<file path="config.mk">
export PLATFORM = sky130hd
export DESIGN_NAME = bath_signal_initiator
export DESIGN_NICKNAME = d
export VERILOG_FILES = /design/src/rtl/bath_pkg.sv /design/src/rtl/bath_cycle_timer.sv /design/src/rtl/bath_signal_initiator.sv
export SDC_FILE = /design/constraint.sdc
export NUM_CORES = 1
export LEC_CHECK = 0
export CORE_ASPECT_RATIO = 0.8
export CORE_MARGIN = 2
export CORE_UTILIZATION = 47
export CTS_CLUSTER_DIAMETER = 80
export DETAILED_ROUTE_END_ITERATION = 8
export PLACE_DENSITY = 0.71
export SETUP_SLACK_MARGIN = 0.05
export SKIP_CTS_REPAIR_TIMING = 1
export SYNTH_ARGS = -nofsm -noshare
export SYNTH_HDL_FRONTEND = slang
export SYNTH_SLANG_ARGS = --single-unit
</file>
<file path="constraint.sdc">
create_clock -name clk -period 2.3 [get_ports clk]
set_input_delay 0.46 -clock clk [delete_from_list [all_inputs] [get_ports clk]]
set_output_delay 0.46 -clock clk [all_outputs]
set_load 0.01 [all_outputs]
</file>
<file path="src/rtl/bath_pkg.sv">
// Shared definitions for the bathysphere signal initiator.
// Holds the 2-bit signal encodings, the controller state encoding and
// a small constant helper used to size the shared cycle timer.
package bath_pkg;

    // Encoding of the signal driven to the docking receiver; 2'b11 is never driven.
    typedef enum logic [1:0] {
        SIG_IDLE   = 2'b00,
        SIG_ARRIVE = 2'b01,
        SIG_DEPART = 2'b10
    } bath_sig_e;

    typedef enum logic [2:0] {
        ST_IDLE    = 3'd0,
        ST_ASSERT  = 3'd1,
        ST_HOLD    = 3'd2,
        ST_RELEASE = 3'd3,
        ST_ERROR   = 3'd4
    } bath_state_e;

    function automatic int max3(input int a, input int b, input int c);
        int m;
        m = (a > b) ? a : b;
        return (m > c) ? m : c;
    endfunction

endpackage

</file>
<file path="src/rtl/bath_cycle_timer.sv">
// Clear/enable saturating cycle counter with a compare-to-limit flag.
// Ports: clk/rst (async active-high), clr_i, en_i, limit_i in; hit_o out.
// hit_o is high when the cycle being counted now is the limit_i-th one
// (count + 1 >= limit), so a state can leave on exactly that edge.
module bath_cycle_timer #(
    parameter int W = 4
) (
    input  logic         clk,
    input  logic         rst,
    input  logic         clr_i,
    input  logic         en_i,
    input  logic [W-1:0] limit_i,
    output logic         hit_o
);

    logic [W-1:0] count_q;
    logic [W:0]   count_nxt;

    always_ff @(posedge clk or posedge rst) begin
        if (rst) begin
            count_q <= '0;
        end else if (clr_i) begin
            count_q <= '0;
        end else if (en_i && (count_q != {W{1'b1}})) begin
            count_q <= count_q + 1'b1;
        end
    end

    // One bit wider so a saturated count still compares correctly.
    assign count_nxt = {1'b0, count_q} + {{W{1'b0}}, 1'b1};
    assign hit_o     = (count_nxt >= {1'b0, limit_i});

endmodule

</file>
<file path="src/rtl/bath_signal_initiator.sv">
// Drives the 2-bit bathysphere arrival/departure signal into the docking
// receiver, holds it until the matching ack, then releases it; flags a
// receiver that never acks (ERROR until clearErr).
// Ports: clk, reset (async active-high), arriveReq/departReq/clearErr
// requests, arriving/departing acks in; bathysphereSignal, busy, done, error out.
// Optional feature macro: BATH_REQ_QUEUE_EN (one-entry pending request slot).
module bath_signal_initiator
    import bath_pkg::*;
#(
    parameter int ACK_TIMEOUT = 15,
    parameter int HOLD_CYCLES = 2,
    parameter int GAP_CYCLES  = 2
) (
    input  logic       clk,
    input  logic       reset,
    input  logic       arriveReq,
    input  logic       departReq,
    input  logic       clearErr,
    input  logic       arriving,
    input  logic       departing,
    output logic [1:0] bathysphereSignal,
    output logic       busy,
    output logic       done,
    output logic       error
);

    localparam int TW = $clog2(max3(ACK_TIMEOUT, HOLD_CYCLES, GAP_CYCLES) + 1);

    bath_state_e state_q, state_d;
    bath_sig_e   code_q, code_d;
    bath_sig_e   req_code;
    logic        req_vld;
    logic        ack_match, ack_other;
    logic        tmr_clr, tmr_en, tmr_hit;
    logic [TW-1:0] tmr_limit;
    logic [1:0]  sig_q;
    logic        busy_q, done_q, error_q;
`ifdef BATH_REQ_QUEUE_EN
    logic        pend_vld_q, pend_vld_d;
    bath_sig_e   pend_code_q, pend_code_d;
`endif

    // Arrive wins a same-cycle tie; the depart request is simply lost.
    assign req_vld  = arriveReq | departReq;
    assign req_code = arriveReq ? SIG_ARRIVE : SIG_DEPART;

    assign ack_match = (code_q == SIG_ARRIVE) ? arriving  : departing;
    assign ack_other = (code_q == SIG_ARRIVE) ? departing : arriving;

    always_comb begin
        state_d = state_q;
        code_d  = code_q;
`ifdef BATH_REQ_QUEUE_EN
        pend_vld_d  = pend_vld_q;
        pend_code_d = pend_code_q;
        // First request seen while busy is parked; later ones are dropped.
        if (!pend_vld_q && req_vld &&
            (state_q == ST_ASSERT || state_q == ST_HOLD || state_q == ST_RELEASE)) begin
            pend_vld_d  = 1'b1;
            pend_code_d = req_code;
        end
`endif
        case (state_q)
            ST_IDLE: begin
                if (req_vld) begin
                    state_d = ST_ASSERT;
                    code_d  = req_code;
                end
            end
            ST_ASSERT: begin
                // A wrong-direction ack is a receiver fault even if the right one is also up.
                if (ack_other) begin
                    state_d = ST_ERROR;
                end else if (ack_match) begin
                    state_d = ST_HOLD;
                end else if (tmr_hit) begin
                    state_d = ST_ERROR;
                end
            end
            ST_HOLD: begin
                if (tmr_hit) begin
                    state_d = ST_RELEASE;
                end
            end
            ST_RELEASE: begin
                // Wait for the receiver to drop its ack; no timeout here.
                if (tmr_hit && !arriving && !departing) begin
`ifdef BATH_REQ_QUEUE_EN
                    if (pend_vld_q) begin
                        state_d    = ST_ASSERT;
                        code_d     = pend_code_q;
                        pend_vld_d = 1'b0;
                    end else if (req_vld) begin
                        // A request landing on the exit edge is issued directly.
                        state_d    = ST_ASSERT;
                        code_d     = req_code;
                        pend_vld_d = 1'b0;
                    end else begin
                        state_d = ST_IDLE;
                    end
`else
                    state_d = ST_IDLE;
`endif
                end
            end
            ST_ERROR: begin
                if (clearErr) begin
                    state_d = ST_IDLE;
`ifdef BATH_REQ_QUEUE_EN
                    pend_vld_d = 1'b0;
`endif
                end
            end
            default: state_d = ST_IDLE;
        endcase
    end

    // One timer serves every state; any state change restarts it.
    assign tmr_clr = (state_d != state_q);
    assign tmr_en  = (state_q == ST_ASSERT) || (state_q == ST_HOLD) || (state_q == ST_RELEASE);

    always_comb begin
        tmr_limit = '0;
        case (state_q)
            ST_ASSERT:  tmr_limit = TW'(ACK_TIMEOUT);
            ST_HOLD:    tmr_limit = TW'(HOLD_CYCLES);
            ST_RELEASE: tmr_limit = TW'(GAP_CYCLES);
            default:    tmr_limit = '0;
        endcase
    end

    bath_cycle_timer #(.W(TW)) u_timer (
        .clk     (clk),
        .rst     (reset),
        .clr_i   (tmr_clr),
        .en_i    (tmr_en),
        .limit_i (tmr_limit),
        .hit_o   (tmr_hit)
    );

    // Outputs are registered from the next state so they change on the same edge as the state.
    always_ff @(posedge clk or posedge reset) begin
        if (reset) begin
            state_q <= ST_IDLE;
            code_q  <= SIG_IDLE;
            sig_q   <= 2'b00;
            busy_q  <= 1'b0;
            done_q  <= 1'b0;
            error_q <= 1'b0;
`ifdef BATH_REQ_QUEUE_EN
            pend_vld_q  <= 1'b0;
            pend_code_q <= SIG_IDLE;
`endif
        end else begin
            state_q <= state_d;
            code_q  <= code_d;
            sig_q   <= ((state_d == ST_ASSERT) || (state_d == ST_HOLD)) ? code_d : SIG_IDLE;
            busy_q  <= (state_d == ST_ASSERT) || (state_d == ST_HOLD) || (state_d == ST_RELEASE);
            done_q  <= (state_q == ST_HOLD) && (state_d == ST_RELEASE);
            error_q <= (state_d == ST_ERROR);
`ifdef BATH_REQ_QUEUE_EN
            pend_vld_q  <= pend_vld_d;
            pend_code_q <= pend_code_d;
`endif
        end
    end

    assign bathysphereSignal = sig_q;
    assign busy              = busy_q;
    assign done              = done_q;
    assign error             = error_q;

endmodule

</file>
==> impl_results.md <==
* Fmax at 0.470 GHz
* Avg Synthesized Cell Area at 9.42 um2
* Clock sink count at 14
* Synth Area in Compound Gates at 25.6%
* WL/cell at 13.7 um
* Via count at 764
* HPWL after detailed placement at 1380 um
* YS warnings at 0
* Residual DRC count at 0
* Final Hold Vio Count at 0
* Critical path cell sequence: ha_4 > ha_1 > a211oi_2 > o21ai_4 > a211o_1 > a221oi_2
* Skew final at 5.08 ps
* Post-synth cell types at 39
* All-layer global routing usage at 19.5%
* Max-slew violations at 0
* Sequential share of the synthesized area at 39.2%
* Vias per cell at 5.38
* Leak at 0.535 nW
* Diodes inserted at 0
* Post-route setup TNS at 0 ps
* Worst Tran Pin Value at 543 ps
* Worst path bufs/invs at 0
* Yosys reg bits at 14
* Iter 0 DRT Violations at 21
* CP top delay family: compound AO/OA/AOI/OAI gates
* Max stage delay on crit path at 450 ps
* Critical path data required time at 2490 ps
* Clk root buf: clkbuf_4
* Worst slew margin at 63.8%
* Worst setup SP type: flop
* Status: finished, final reports clean
* XOR/XNOR Fraction of Synth Area at 2.94%
* Gr ovfl total at 0
* PwrDens at 1260 nW/um2
* Starting Density at 48.6%
* Crit Path Class: flop to flop
* Die area at 2270 um2
* Worst-path clk slew at 90 ps
* PortBufs at 11
* HP Class: input port to asynchronous set/reset pin
* Remaining antenna violation count at 0
* Peak VDD IR at 0.704 mV
* Critical path arrival at 2320 ps
* Largest net degree at the start of global routing at 15
* TritonCTS clock tree: built
* H-tree lvl count at 1
* TritonCTS buffer count at 3
* Cells after Synth at 95
* Gpl congestion at 0.821
* Pre-CTS setup slack at 61.2 ps
* IO Count at 12
* CP max stage cell: dfrtp_1
* Share of cells above drive strength 1 at 23.7%
* CTS max path bufs at 2
* Largest family of logic cells by synthesized area: compound AO/OA/AOI/OAI gates
* Vias in the first global route at 744
* Chip width at 52.8 um
* Synth Area in Simple Gates at 19.3%
* Core Rows at 14
* CP Max Fanout at 8
* First-pass GRT wire length at 3190 um
* Layout area overhead at 31.9%
* Total wire length at 1950 um
* Net Count, Synth at 107
* Adder-cell share of the synthesized area at 6.99%
* Clk_lat worst skew at 280 ps
* Mux share of post-synthesis cell area at 2.24%
* Setup slack after layout at 173 ps
* Mapped cell area at 895 um2
* Nets at 131
* Count of final setup violators at 0
* Crit end category: flop
* RSZ-0062 raised after global routing: false
* Worst hold slack at 513 ps
* Core region area at 1840 um2
* Chip height at 43.0 um
* Initial antenna violation count at 0
* Period utilisation layout at 92.5%
* Pre-Repair DR Iteration Count at 4
* Post-route minimum period at 2130 ps
* Max_cap viols at 0
[layer usage]
| layer | GRT usage (%) | part of all wire, % | up-vias |
|---|---|---|---|
| met5 | 0 | 0 | - |
| met4 | 4.62 | 0 | 0 |
| met3 | 7.04 | 5.7 | 0 |
| met2 | 28.2 | 48 | 21 |
| met1 | 27.6 | 47 | 351 |
| li1 | - | - | 392 |
[layout make-up]
class	count	area, um2
inverters	3	11.3
multi-input cells	74	549
repair buffers	23	200
well taps	24	30.0
fillers	148	659
flip-flops and latches	14	353
clock buffers	4	36.3
[cells in the mapped netlist]
cell	instances	area share, %
buf_2	3	1.7
o211ai_1	1	0.84
xor2_1	2	2.0
inv_1	3	1.3
nor2b_1	1	0.70
nand2_1	10	4.2
o32a_1	1	1.1
a21oi_1	7	3.9
buf_4	1	0.84
nor3b_2	1	1.4
o21bai_1	1	0.84
nor2_1	7	2.9
a211oi_1	2	1.7
a22oi_1	1	0.84
a31oi_1	1	0.70
o21ai_1	3	1.7
o311a_1	1	1.1
o31ai_1	1	0.84
a221oi_2	1	1.7
a22o_1	1	0.98
nor3_2	1	1.1
or2b_1	2	1.7
xnor2_1	1	0.98
a211o_1	1	0.98
and3b_1	1	0.98
nand3_1	2	1.1
a21boi_1	2	1.7
a211oi_2	1	1.4
o21a_1	1	0.84
o21ai_0	3	1.7
mux2i_1	2	2.2
ha_1	5	7.0
a21o_1	1	0.84
nor3b_1	2	1.7
dfrtp_1	14	39
nand2b_1	4	2.8
a21o_2	1	0.98
and3_1	1	0.70
o21ai_2	1	0.98
[metrics by stage]
step / instances / area [um2] / power, mW / utilization [%]
2_1_floorplan: 95 / 895 / 0.902 / -
3_3_place_gp: 131 / 1050 / 1.12 / 57.1
3_5_place_dp: 131 / 1050 / 1.13 / 57.1
4_1_cts: 135 / 1090 / 1.31 / 59.0
5_1_grt: 142 / 1180 / 1.61 / 64.1
6_report: 142 / 1180 / 1.49 / 64.1
[report_power, final]
part / internal [mW] / switching [mW] / total, mW
sequential: 0.329 / 0.0535 / 0.382
combinational: 0.476 / 0.450 / 0.926
clock: 0.0963 / 0.0809 / 0.177
total: 0.901 / 0.584 / 1.49
[worst paths after layout]
kind	from	endpoint	slack, ps	cells after the start
min	reset	done	510	2
max in group asynchronous	reset	state_q[1]	1400	2
max	u_timer.count_q[0]	u_timer.count_q[2]	170	6
min in group clk	code_q[0]	code_q[0]	560	1
min reg2reg	code_q[0]	code_q[0]	560	1
max reg2reg	u_timer.count_q[0]	u_timer.count_q[2]	170	6
[logic make-up (layout without fill, tap and decap cells)]
kind of cell               Yosys count  after routing
muxes                                2              2
DFF                                 14             14
adders and majority gates            5              5
buffers and inverters                7             30
xor gates and xnor gates             3              3
and+or+nand+nor                     32             32
AOI/OAI and AO/OA                   32             32
[cell usage in the layout, fill, tap and decap left out, drive strengths merged]
master	count
dfrtp	14
buf	12
clkdlybuf4s50	11
nand2	10
nor2	7
a21oi	7
o21ai	7
ha	5
nand2b	4
clkbuf	4
inv	3
nor3b	3
a211oi	3
or2b	2
mux2i	2
nand3	2
xor2	2
a21boi	2
a21o	2
a31oi	1
nor2b	1
o311a	1
o31ai	1
a211o	1
a221oi	1
xnor2	1
and3	1
nor3	1
o21a	1
and3b	1
o21bai	1
a22o	1
o32a	1
o211ai	1
a22oi	1
[flip-flops by register name, summed over array words and instances, names as in the netlist]
signal / count
bathysphereSignal: 2
error: 1
done: 1
u_timer.count_q: 4
state_q: 3
code_q: 2
busy: 1
[worst register-to-register path: stages (launching register included)]
cell	delay, ps
dfrtp_1	450
ha_4	270
ha_1	290
a211oi_2	290
o21ai_4	120
a211o_1	360
a221oi_2	260
No activity file was read; power rests on OpenSTA's default activity.
